===== config.mk =====
export PLATFORM = sky130hd
export DESIGN_NAME = sd_spi_init_seq
export DESIGN_NICKNAME = d
export VERILOG_FILES = /design/src/rtl/sd_spi_init_seq_pkg.sv /design/src/rtl/sd_spi_init_seq_watchdog.sv /design/src/rtl/sd_spi_init_seq.sv
export SDC_FILE = /design/constraint.sdc
export NUM_CORES = 1
export LEC_CHECK = 0
export ABC_AREA = 1
export BUFFER_PORTS_ARGS = -buffer_cell sky130_fd_sc_hd__buf_2
export CORE_ASPECT_RATIO = 1.5
export CORE_MARGIN = 3
export CORE_UTILIZATION = 45
export CTS_BUF_LIST = sky130_fd_sc_hd__clkbuf_2 sky130_fd_sc_hd__clkbuf_4 sky130_fd_sc_hd__clkbuf_8
export DETAILED_ROUTE_END_ITERATION = 12
export MAX_ROUTING_LAYER = met4
export PLACE_DENSITY = 0.78
export SETUP_SLACK_MARGIN = 0.02
export SYNTH_ARGS = -nofsm -noshare
export SYNTH_HDL_FRONTEND = slang
export SYNTH_SLANG_ARGS = --single-unit

===== constraint.sdc =====
create_clock -name clk -period 2.6 [get_ports clk]
set_clock_uncertainty 0.2 [all_clocks]
set_input_delay 0.13 -clock clk [delete_from_list [all_inputs] [get_ports clk]]
set_output_delay 0.13 -clock clk [all_outputs]
set_load 0.1 [all_outputs]

===== src/rtl/sd_spi_init_seq_pkg.sv =====
// sd_init_pkg: states, command bytes, R1 codes and error causes for the SD SPI bring-up sequencer
package sd_init_pkg;
    typedef enum logic [3:0] {
        IDLE, DUMMY, WDUMMY, CMD0, W0, CMD8, W8, CMD55, W55,
        A41, W41, CMD58, W58, SPEEDUP, DONE, ERR
    } state_t;
    typedef enum logic [2:0] {
        ERR_NONE    = 3'd0,
        ERR_CMD0    = 3'd1,
        ERR_CMD8    = 3'd2,
        ERR_R1      = 3'd3,
        ERR_ACMD41  = 3'd4,
        ERR_CMD58   = 3'd5,
        ERR_TIMEOUT = 3'd6
    } err_t;
    localparam logic [7:0]  CMD0_BYTE      = 8'h40;
    localparam logic [7:0]  CMD8_BYTE      = 8'h48;
    localparam logic [7:0]  CMD55_BYTE     = 8'h77;
    localparam logic [7:0]  ACMD41_BYTE    = 8'h69;
    localparam logic [7:0]  CMD58_BYTE     = 8'h7A;
    localparam logic [7:0]  R1_IDLE        = 8'h01;
    localparam logic [7:0]  R1_READY       = 8'h00;
    localparam int          R1_ILLEGAL_BIT = 2;
    localparam logic [11:0] CMD8_CHECK     = 12'h1AA;
    localparam logic [31:0] CMD8_ARG       = 32'h0000_01AA;
    localparam logic [31:0] ACMD41_HCS     = 32'h4000_0000;
endpackage


===== src/rtl/sd_spi_init_seq_watchdog.sv =====
// sd_watchdog: response timeout counter with clear, enable and expired flag
module sd_watchdog #(
    parameter int W = 24
) (
    input  logic         clk,
    input  logic         rst,
    input  logic [W-1:0] i_limit,
    input  logic         i_clr,
    input  logic         i_en,
    output logic         o_expired
);
    logic [W-1:0] r_cnt;
    // The clearing (issue) cycle counts as the first elapsed cycle.
    always_ff @(posedge clk) begin
        if (rst) r_cnt <= '0;
        else if (i_clr) r_cnt <= W'(1);
        else if (i_en) r_cnt <= r_cnt + W'(1);
    end
    assign o_expired = i_en && (r_cnt + W'(1) == i_limit);
endmodule


===== src/rtl/sd_spi_init_seq.sv =====
// sd_spi_init_seq: hardware SD card SPI-mode init sequencer driving the SPI core's pulse controls
module sd_spi_init_seq
    import sd_init_pkg::*;
#(
    parameter logic [15:0] CMD0_RETRIES   = 16'd8,
    parameter logic [15:0] ACMD41_RETRIES = 16'd1000,
    parameter logic [23:0] RESP_TIMEOUT   = 24'd1_000_000,
    parameter logic [1:0]  SPEED_INIT     = 2'd1,
    parameter logic [1:0]  SPEED_FAST     = 2'd3
) (
    input  logic        clk,
    input  logic        rst,
    input  logic        i_start,
    output logic        o_init_c,
    input  logic        i_init_done,
    output logic        o_com_start,
    output logic [7:0]  o_com_cmd,
    output logic [31:0] o_com_arg,
    input  logic        i_com_done,
    input  logic [7:0]  i_com_r1,
    input  logic [31:0] i_com_r7,
    output logic [1:0]  o_speed,
    output logic        o_busy,
    output logic        o_done,
    output logic        o_err,
    output logic [2:0]  o_err_code,
    output logic        o_card_v2,
    output logic        o_card_hc
);
    state_t      r_state, w_next;
    err_t        r_err_code, w_code;
    logic [15:0] r_retry;
    logic [1:0]  r_speed;
    logic        r_busy, r_done, r_err, r_card_v2, r_card_hc;
    logic        w_issue, w_wait, w_expired, w_retry_clr, w_retry_inc, w_v2_set, w_hc_ld;
    logic        w_unused;

    assign w_issue = r_state inside {DUMMY, CMD0, CMD8, CMD55, A41, CMD58};
    assign w_wait  = r_state inside {WDUMMY, W0, W8, W55, W41, W58};
    assign w_unused = ^{i_com_r7[31], i_com_r7[29:12]};

    sd_watchdog #(.W(24)) u_wd (
        .clk(clk), .rst(rst), .i_limit(RESP_TIMEOUT),
        .i_clr(w_issue), .i_en(w_wait), .o_expired(w_expired)
    );

    always_ff @(posedge clk) begin
        if (rst) r_state <= IDLE;
        else r_state <= w_next;
    end

    always_comb begin
        w_next      = r_state;
        w_code      = ERR_NONE;
        w_retry_clr = 1'b0;
        w_retry_inc = 1'b0;
        w_v2_set    = 1'b0;
        w_hc_ld     = 1'b0;
        case (r_state)
            IDLE:    w_next = i_start ? DUMMY : IDLE;
            DUMMY:   w_next = WDUMMY;
            WDUMMY:  w_next = i_init_done ? CMD0 : WDUMMY;
            CMD0:    w_next = W0;
            W0: if (i_com_done) begin
                if (i_com_r1 == R1_IDLE) begin
                    w_next      = CMD8;
                    w_retry_clr = 1'b1;
                end else if (r_retry + 16'd1 == CMD0_RETRIES) begin
                    w_next = ERR;
                    w_code = ERR_CMD0;
                end else begin
                    w_next      = CMD0;
                    w_retry_inc = 1'b1;
                end
            end
            CMD8:    w_next = W8;
            W8: if (i_com_done) begin
                if (i_com_r1 == R1_IDLE && i_com_r7[11:0] == CMD8_CHECK) begin
                    w_next   = CMD55;
                    w_v2_set = 1'b1;
                end else if (i_com_r1[R1_ILLEGAL_BIT]) begin
                    w_next = CMD55;
                end else begin
                    w_next = ERR;
                    w_code = ERR_CMD8;
                end
            end
            CMD55:   w_next = W55;
            W55: if (i_com_done) begin
                w_next = (i_com_r1 == R1_READY || i_com_r1 == R1_IDLE) ? A41 : ERR;
                w_code = (i_com_r1 == R1_READY || i_com_r1 == R1_IDLE) ? ERR_NONE : ERR_R1;
            end
            A41:     w_next = W41;
            W41: if (i_com_done) begin
                if (i_com_r1 == R1_READY) begin
                    w_next = r_card_v2 ? CMD58 : SPEEDUP;
                end else if (i_com_r1 == R1_IDLE) begin
                    w_next      = (r_retry + 16'd1 == ACMD41_RETRIES) ? ERR : CMD55;
                    w_code      = (r_retry + 16'd1 == ACMD41_RETRIES) ? ERR_ACMD41 : ERR_NONE;
                    w_retry_inc = 1'b1;
                end else begin
                    w_next = ERR;
                    w_code = ERR_R1;
                end
            end
            CMD58:   w_next = W58;
            W58: if (i_com_done) begin
                w_next  = (i_com_r1 == R1_READY) ? SPEEDUP : ERR;
                w_code  = (i_com_r1 == R1_READY) ? ERR_NONE : ERR_CMD58;
                w_hc_ld = (i_com_r1 == R1_READY);
            end
            SPEEDUP: w_next = DONE;
            default: w_next = IDLE;
        endcase
        // A completion arriving in the expiry cycle still wins over the timeout.
        if (w_expired && w_next == r_state) begin
            w_next = ERR;
            w_code = ERR_TIMEOUT;
        end
    end

    always_ff @(posedge clk) begin
        if (rst) begin
            r_retry    <= '0;
            r_speed    <= SPEED_INIT;
            r_busy     <= 1'b0;
            r_done     <= 1'b0;
            r_err      <= 1'b0;
            r_err_code <= ERR_NONE;
            r_card_v2  <= 1'b0;
            r_card_hc  <= 1'b0;
        end else begin
            if (r_state == IDLE && i_start) begin
                r_retry    <= '0;
                r_speed    <= SPEED_INIT;
                r_busy     <= 1'b1;
                r_done     <= 1'b0;
                r_err      <= 1'b0;
                r_err_code <= ERR_NONE;
                r_card_v2  <= 1'b0;
                r_card_hc  <= 1'b0;
            end
            if (w_retry_clr) r_retry <= '0;
            else if (w_retry_inc) r_retry <= r_retry + 16'd1;
            if (w_v2_set) r_card_v2 <= 1'b1;
            if (w_hc_ld) r_card_hc <= i_com_r7[30];
            if (r_state == SPEEDUP) r_speed <= SPEED_FAST;
            if (w_next == DONE) begin
                r_done <= 1'b1;
                r_busy <= 1'b0;
            end
            if (w_next == ERR) begin
                r_err      <= 1'b1;
                r_busy     <= 1'b0;
                r_err_code <= w_code;
            end
        end
    end

    assign o_init_c    = (r_state == DUMMY);
    assign o_com_start = w_issue && (r_state != DUMMY);
    assign o_com_cmd   = (r_state == CMD0)  ? CMD0_BYTE   :
                         (r_state == CMD8)  ? CMD8_BYTE   :
                         (r_state == CMD55) ? CMD55_BYTE  :
                         (r_state == A41)   ? ACMD41_BYTE :
                         (r_state == CMD58) ? CMD58_BYTE  : 8'h00;
    assign o_com_arg   = (r_state == CMD8) ? CMD8_ARG :
                         (r_state == A41 && r_card_v2) ? ACMD41_HCS : 32'h0;
    assign o_speed     = r_speed;
    assign o_busy      = r_busy;
    assign o_done      = r_done;
    assign o_err       = r_err;
    assign o_err_code  = r_err_code;
    assign o_card_v2   = r_card_v2;
    assign o_card_hc   = r_card_hc;
endmodule


[Word level (Yosys, flattened, before mapping)]
Cells that the tools add are included.
W data, S select, Z words.
Word-level totals
  register bits: 53
  bits of input ports: 45
  output and inout bits: 52
  logic and storage cells: 125
Operators by class
  add/subtract/negate cells: 2
  equal/unequal tests: 22
  mux-type cells: 69
  reductions and logical operators: 21
Operator list (number)
  $mux W31: 2
  $pmux W4 S14: 1
  $mux W4: 13
  $mux W7: 5
  $mux W3: 11
  $eq A4 B4 Y1 const B: 8
  $mux W16: 2
  $mux W1: 25
  $add A24 B1 Y24 const B: 1
  $eq A24 B20 Y1 const B: 1
  $add A16 B1 Y16 const B: 1
  $eq A16 B10 Y1 const B: 1
  $eq A16 B4 Y1 const B: 1
  $eq A4 B3 Y1 const B: 4
  $mux W2: 8
  $pmux W3 S5: 1
  $reduce_bool A2 Y1: 7
  $eq A12 B9 Y1 const B: 1
  $reduce_bool A6 Y1: 2
  $eq A4 B2 Y1 const B: 2
  $eq A8 B1 Y1 const B: 1
  $logic_not A8 Y1: 1
  $logic_and A1 B1 Y1: 6
  $eq A4 B1 Y1 const B: 1
  other kinds (7): 8

[Depth between registers and ports, before layout]
  word-level depth: 12
  mapped depth: 18

[Modules after synthesis]
A second synthesis with hierarchy kept.
Unflattened totals
  cells, all modules: 783
  area, all modules: 4573.1 µm²
By module, submodules not included
  sd_spi_init_seq: instances 1, cells each 400, area each 2402.3 µm², seq. area each 580.6 µm²
  sd_watchdog: instances 1, cells each 383, area each 2170.8 µm², seq. area each 480.5 µm²

[Worst setup path after synthesis]
No wires, ideal clock.
  path kind: reg2reg
  start point: reg r_state[2]
  end point: reg r_err_code[1], in the netlist o_err_code[1]
  arrival time: 3331 ps
  path slack: -1063 ps
  stages on the path, launching flop included: 16
  buffers on the path: 0
  clock period less this slack: 3663 ps
  path through: dfxtp_1 -> inv_1 -> nor2_1 -> inv_1 -> nor2_1 -> nor2_1 -> inv_1 -> nor2_1 -> nand2_1 -> nor2_1 -> nand2_1 -> nor2_1 -> nand2_1 -> nand3_1 -> nand3_1 -> a21oi_1
On the way
  longest elaborated chain between the ends: 7
RTL lines
  start, declared: RTL line sd_spi_init_seq.sv:30  | state_t r_state, w_next;
  start signal, assigned: RTL line sd_spi_init_seq.sv:49  | else r_state <= w_next;
  $eq A4 B4 Y1 (tied with other cells): RTL line sd_spi_init_seq.sv:59  | case (r_state)
  $pmux W4 S14 or $reduce_bool A6 Y1 (tied branches): RTL line sd_spi_init_seq.sv:59, sd_spi_init_seq.sv:39
  $eq A4 B4 Y1 or $logic_and A1 B1 Y1 (tied branches): RTL line sd_spi_init_seq.sv:116, sd_spi_init_seq_watchdog.sv:19
  $logic_and A1 B1 Y1: RTL line sd_spi_init_seq.sv:116  | if (w_expired && w_next == r_state) begin
  $mux W4: RTL line sd_spi_init_seq.sv:116
  $eq A4 B4 Y1: RTL line sd_spi_init_seq.sv:152  | if (w_next == ERR) begin
  $mux W3 or $reduce_bool A2 Y1 (tied branches)
  end signal, assigned: RTL line sd_spi_init_seq.sv:155  | r_err_code <= w_code;
  end, declared: RTL line sd_spi_init_seq.sv:31  | err_t r_err_code, w_code;
Several ways; a longest one is shown, not always the timed one.
A chain may end at the register's enable or synchronous reset.

[Worst setup path in the final report]
  start point: reg r_retry[1]
  end point: reg r_err_code[1], in the netlist o_err_code[1]
On the way
  longest elaborated chain between the ends: 12
RTL lines
  start, declared: RTL line sd_spi_init_seq.sv:32  | logic [15:0] r_retry;
  start signal, assigned: RTL line sd_spi_init_seq.sv:144  | else if (w_retry_inc) r_retry <= r_retry + 16'd1;
  $add A16 B1 Y16 (*): RTL line sd_spi_init_seq.sv:68, sd_spi_init_seq.sv:98
  $eq A16 B10 Y1: RTL line sd_spi_init_seq.sv:98  | w_next = (r_retry + 16'd1 == ACMD41_RETRIES) ? ERR : CMD55;
  $mux W4: RTL line sd_spi_init_seq.sv:98
  $mux W4: RTL line sd_spi_init_seq.sv:97  | end else if (i_com_r1 == R1_IDLE) begin
  $mux W4: RTL line sd_spi_init_seq.sv:95  | if (i_com_r1 == R1_READY) begin
  $mux W4: RTL line sd_spi_init_seq.sv:94  | W41: if (i_com_done) begin
  $pmux W4 S14 (*): RTL line sd_spi_init_seq.sv:59
  $eq A4 B4 Y1: RTL line sd_spi_init_seq.sv:116
  $logic_and A1 B1 Y1: RTL line sd_spi_init_seq.sv:116
  $mux W4: RTL line sd_spi_init_seq.sv:116
  $eq A4 B4 Y1: RTL line sd_spi_init_seq.sv:152
  $mux W3 or $reduce_bool A2 Y1 (tied branches)
Mark *: on every way between the ends. The rest lies on a longest branch, timed or not.

==> results.yml <==
status:
  outcome: "completed"
drt:
  route.detailed.wl_per_inst_um: 12.2
  drtIter0Drc: 201
  via_per_inst: 5.06
  dr.pass1.iters: 5
  postRouteAntennaNets: 0
  drt_wl_total_um: 10600
  drcViolationCount: 0
  vias: 4381
synthesis:
  avgSynthCellArea_um2: 5.94
  netlist_instances: 688
  ys_ff_latch: 53
  ys_types: 39
  yosysTopAreaCellShare_pct: 26.0
  seq_area_frac_synth_pct: 26.0
  synthFlopType: "dfxtp_1"
  synth_edf_count: 0
  ys_async_sr_fraction_pct: 0
  syn_area_mm2: 0.00409
  yosysTopAreaCell: "dfxtp_1"
  yosysWarnings: 0
  ys_top_cells_by_area: "dfxtp_1 26%, nand2_1 18%, nor2_1 9.8%, inv_1 8.1%, buf_4 6.1%"
floorplan:
  rows: 42
  die_x_um: 83.8
  start_util_pct: 46.3
  num_io_pins: 97
  die_h_um: 123
  dieArea_mm2: 0.0103
  fp.coreArea_mm2: 0.00883
cts:
  cts_root_buf: "clkbuf_8"
  clk_latency_ps: 320
  path_clk_slew_ps: 100
  cts_buffers: 5
  cts_tree: "yes"
  cts_max_level: 2
  clockBufferDepth: 2
  clock_sinks: 53
setup_path:
  crit_family: "simple AND/OR/NAND/NOR gates"
  rr_worst_depth: 15
  max_stage_delay_ps: 360
  reg2reg_to: "o_err_code[1]"
  startpoint_type: "flop"
  cp.required_ps: 2610
  critical_path.max_fanout: 5
  endpoint_kind: "flop"
  worst_path_most_repeated_cell: "nand2_2"
  critical_path_buf_inv_count: 0
  crit_path_cell_trace: "ha_2 > nand2_2 > nor2_4 > nand2_2 > nor2_4 > xor2_2 > nand2_2 > nor2_1 > nand2_1 > a21oi_2 > nor2_2 > nand2_2 > nand3_4 > nand3_1 > a21oi_1"
  crit_arrival_ps: 2460
  r2r_slack_ps: 150
  crit-reg2reg-launch: "r_retry[1]"
  slowest_stage: "dfxtp_2"
  path_class: "reg2reg"
final_layout:
  instances_no_fill: 866
  area_delta_synth_final_pct: 19.9
  drive_gt1_share_pct: 23.9
  antenna_cells: 0
  fin_nets: 803
  final_util_pct: 55.5
  n_fill_cell: 865
global_routing:
  grt_pass1_wl_um: 16600
  grt_usage_pct: 20.0
  grt_max_degree: 23
  grt_pass1_vias: 3838
  gr-total-overflow: 0
  grt_antenna_before_repair: 0
timing:
  fmax_mhz: 408
  maxSlewViolCount: 0
  final-hold-violation-count: 0
  period_needed_ps: 2450
  rsz0062_at_grt: "yes"
  setup_viol: 0
  finalCritPeriodShare_pct: 94.3
place:
  portBuffers: 49
  dp.cells: 849
  dp.final_hpwl_um: 7800
  globalplace.congestion: 0.952
run:
  maxCapViolations: 0
pwr:
  p_per_area_mw_per_mm2: 458
  ir_drop_mv: 0.273
  leakage_uw: 0.00219
hold_path:
  hp-start: "i_com_done"
  hp-class: "in2reg"
  min_path_cells: 3
  min_to: "o_card_hc"
per-layer routing:
layer / track usage (%) / wire length [um] / vias up
met5: - / 0 / -
met4: 7.44 / 245 / 0
met3: 2.35 / 415 / 21
met2: 39.2 / 6030 / 109
met1: 19.9 / 3910 / 2002
li1: - / - / 2249
power breakdown:
part	total, uW	leakage [uW]	switching, uW	internal [uW]
registers	953	0.000440	76.8	876
logic	705	0.00170	531	174
clock network	585	0.0000543	296	289
total	2240	0.00219	904	1340
kinds of logic after synthesis:
group | share of synthesized area (%)
XOR/XNOR | 2.54
buffers and inverters | 15.5
other | 0.184
flip-flops | 26.0
AND/OR/NAND/NOR | 42.4
AO/OA/AOI/OAI | 12.6
adder cells (fa/ha/maj) | 0.918
sequential cells by signal, summed over array words and instances, names as in the netlist:
register / count
o_busy: 1
o_card_hc: 1
o_card_v2: 1
o_done: 1
o_err: 1
o_err_code: 3
o_speed: 1
r_retry: 16
r_state: 4
u_wd.r_cnt: 24
layout make-up:
class | instances | area [um2] | area share [%]
multi-input cells | 529 | 2740 | 55.8
flip-flops and latches | 53 | 1100 | 22.4
clock buffers | 5 | 68.8 | 1.40
well taps | 110 | 138 | 2.81
repair buffers | 77 | 473 | 9.65
clock inverters | 3 | 46.3 | 0.945
inverters | 89 | 340 | 6.95
cell usage after synthesis (7+ instances only):
library cell  count
inv_1            88
xor2_1            7
nor3_1            9
nand4_1          12
nor2_1          107
buf_4            33
clkbuf_1          8
dfxtp_1          53
nand3_1          45
a21oi_1          31
o211ai_1          8
o21ai_0          19
nand2_1         201
a21oi_2           9
worst max path at each step:
stage	from	to	cells after the start	slack (ps)
2_1_floorplan	r_state[2]	o_err_code[1]	15	40
3_3_place_gp	u_wd.r_cnt[1]	o_err_code[0]	16	-0.06
3_5_place_dp	u_wd.r_cnt[1]	o_err_code[2]	16	-80
4_1_cts	r_retry[1]	o_err_code[2]	16	30
5_1_grt	r_retry[1]	o_err_code[1]	18	-80
6_report	r_retry[1]	o_err_code[1]	15	150
repair_timing:
item,in CTS,in global routing
gates cloned,0,1
endpoints found under the setup margin,5,25
setup buffers,1,5
hold buffers,2,0
resized for setup,9,68
pin swaps,1,12
endpoints found under the hold margin,13,0
metrics by stage:
step | power [uW] | instance area [um2] | TNS [ps] | setup WS [ps] | hold WS (ps)
3_3_place_gp | 1610 | 4470 | -0.0588 | -0.0588 | 217
4_1_cts | 2220 | 4640 | 0 | 29.5 | 22.0
2_1_floorplan | 1510 | 4220 | 0 | 36.6 | -0.934
6_report | 2240 | 4900 | 0 | 148 | 40.3
3_5_place_dp | 1620 | 4470 | -267 | -76.0 | 256
5_1_grt | 2360 | 4900 | -295 | -81.0 | 57.7
cells in the final DEF, fill, tap and decap left out, types with 3 or more instances in the layout:
cell and instances:
buf_4 25, xnor2_1 3, nand2_1 193, a21oi_1 28
nor3_1 7, o21ai_0 18, dfxtp_4 6, dfxtp_1 35
nand3b_1 6, nand2_2 13, o21ai_1 4, nand3_1 39
o21bai_1 5, o211ai_1 8, clkbuf_8 5, dfxtp_2 12
nand4_1 12, nor2_1 85, nor2_4 16, inv_1 85
nand3_2 5, conb_1 28, xor2_1 7, buf_2 49
nor2_2 15, a21oi_2 12
worst reg2reg max path, stage by stage, from the launching register on:
cell	delay (ps)
dfxtp_2	360
ha_2	210
nand2_2	90
nor2_4	160
nand2_2	110
nor2_4	110
xor2_2	170
nand2_2	110
nor2_1	140
nand2_1	110
a21oi_2	170
nor2_2	70
nand2_2	80
nand3_4	100
nand3_1	90
a21oi_1	70
No activity file was read; power rests on OpenSTA's default activity.
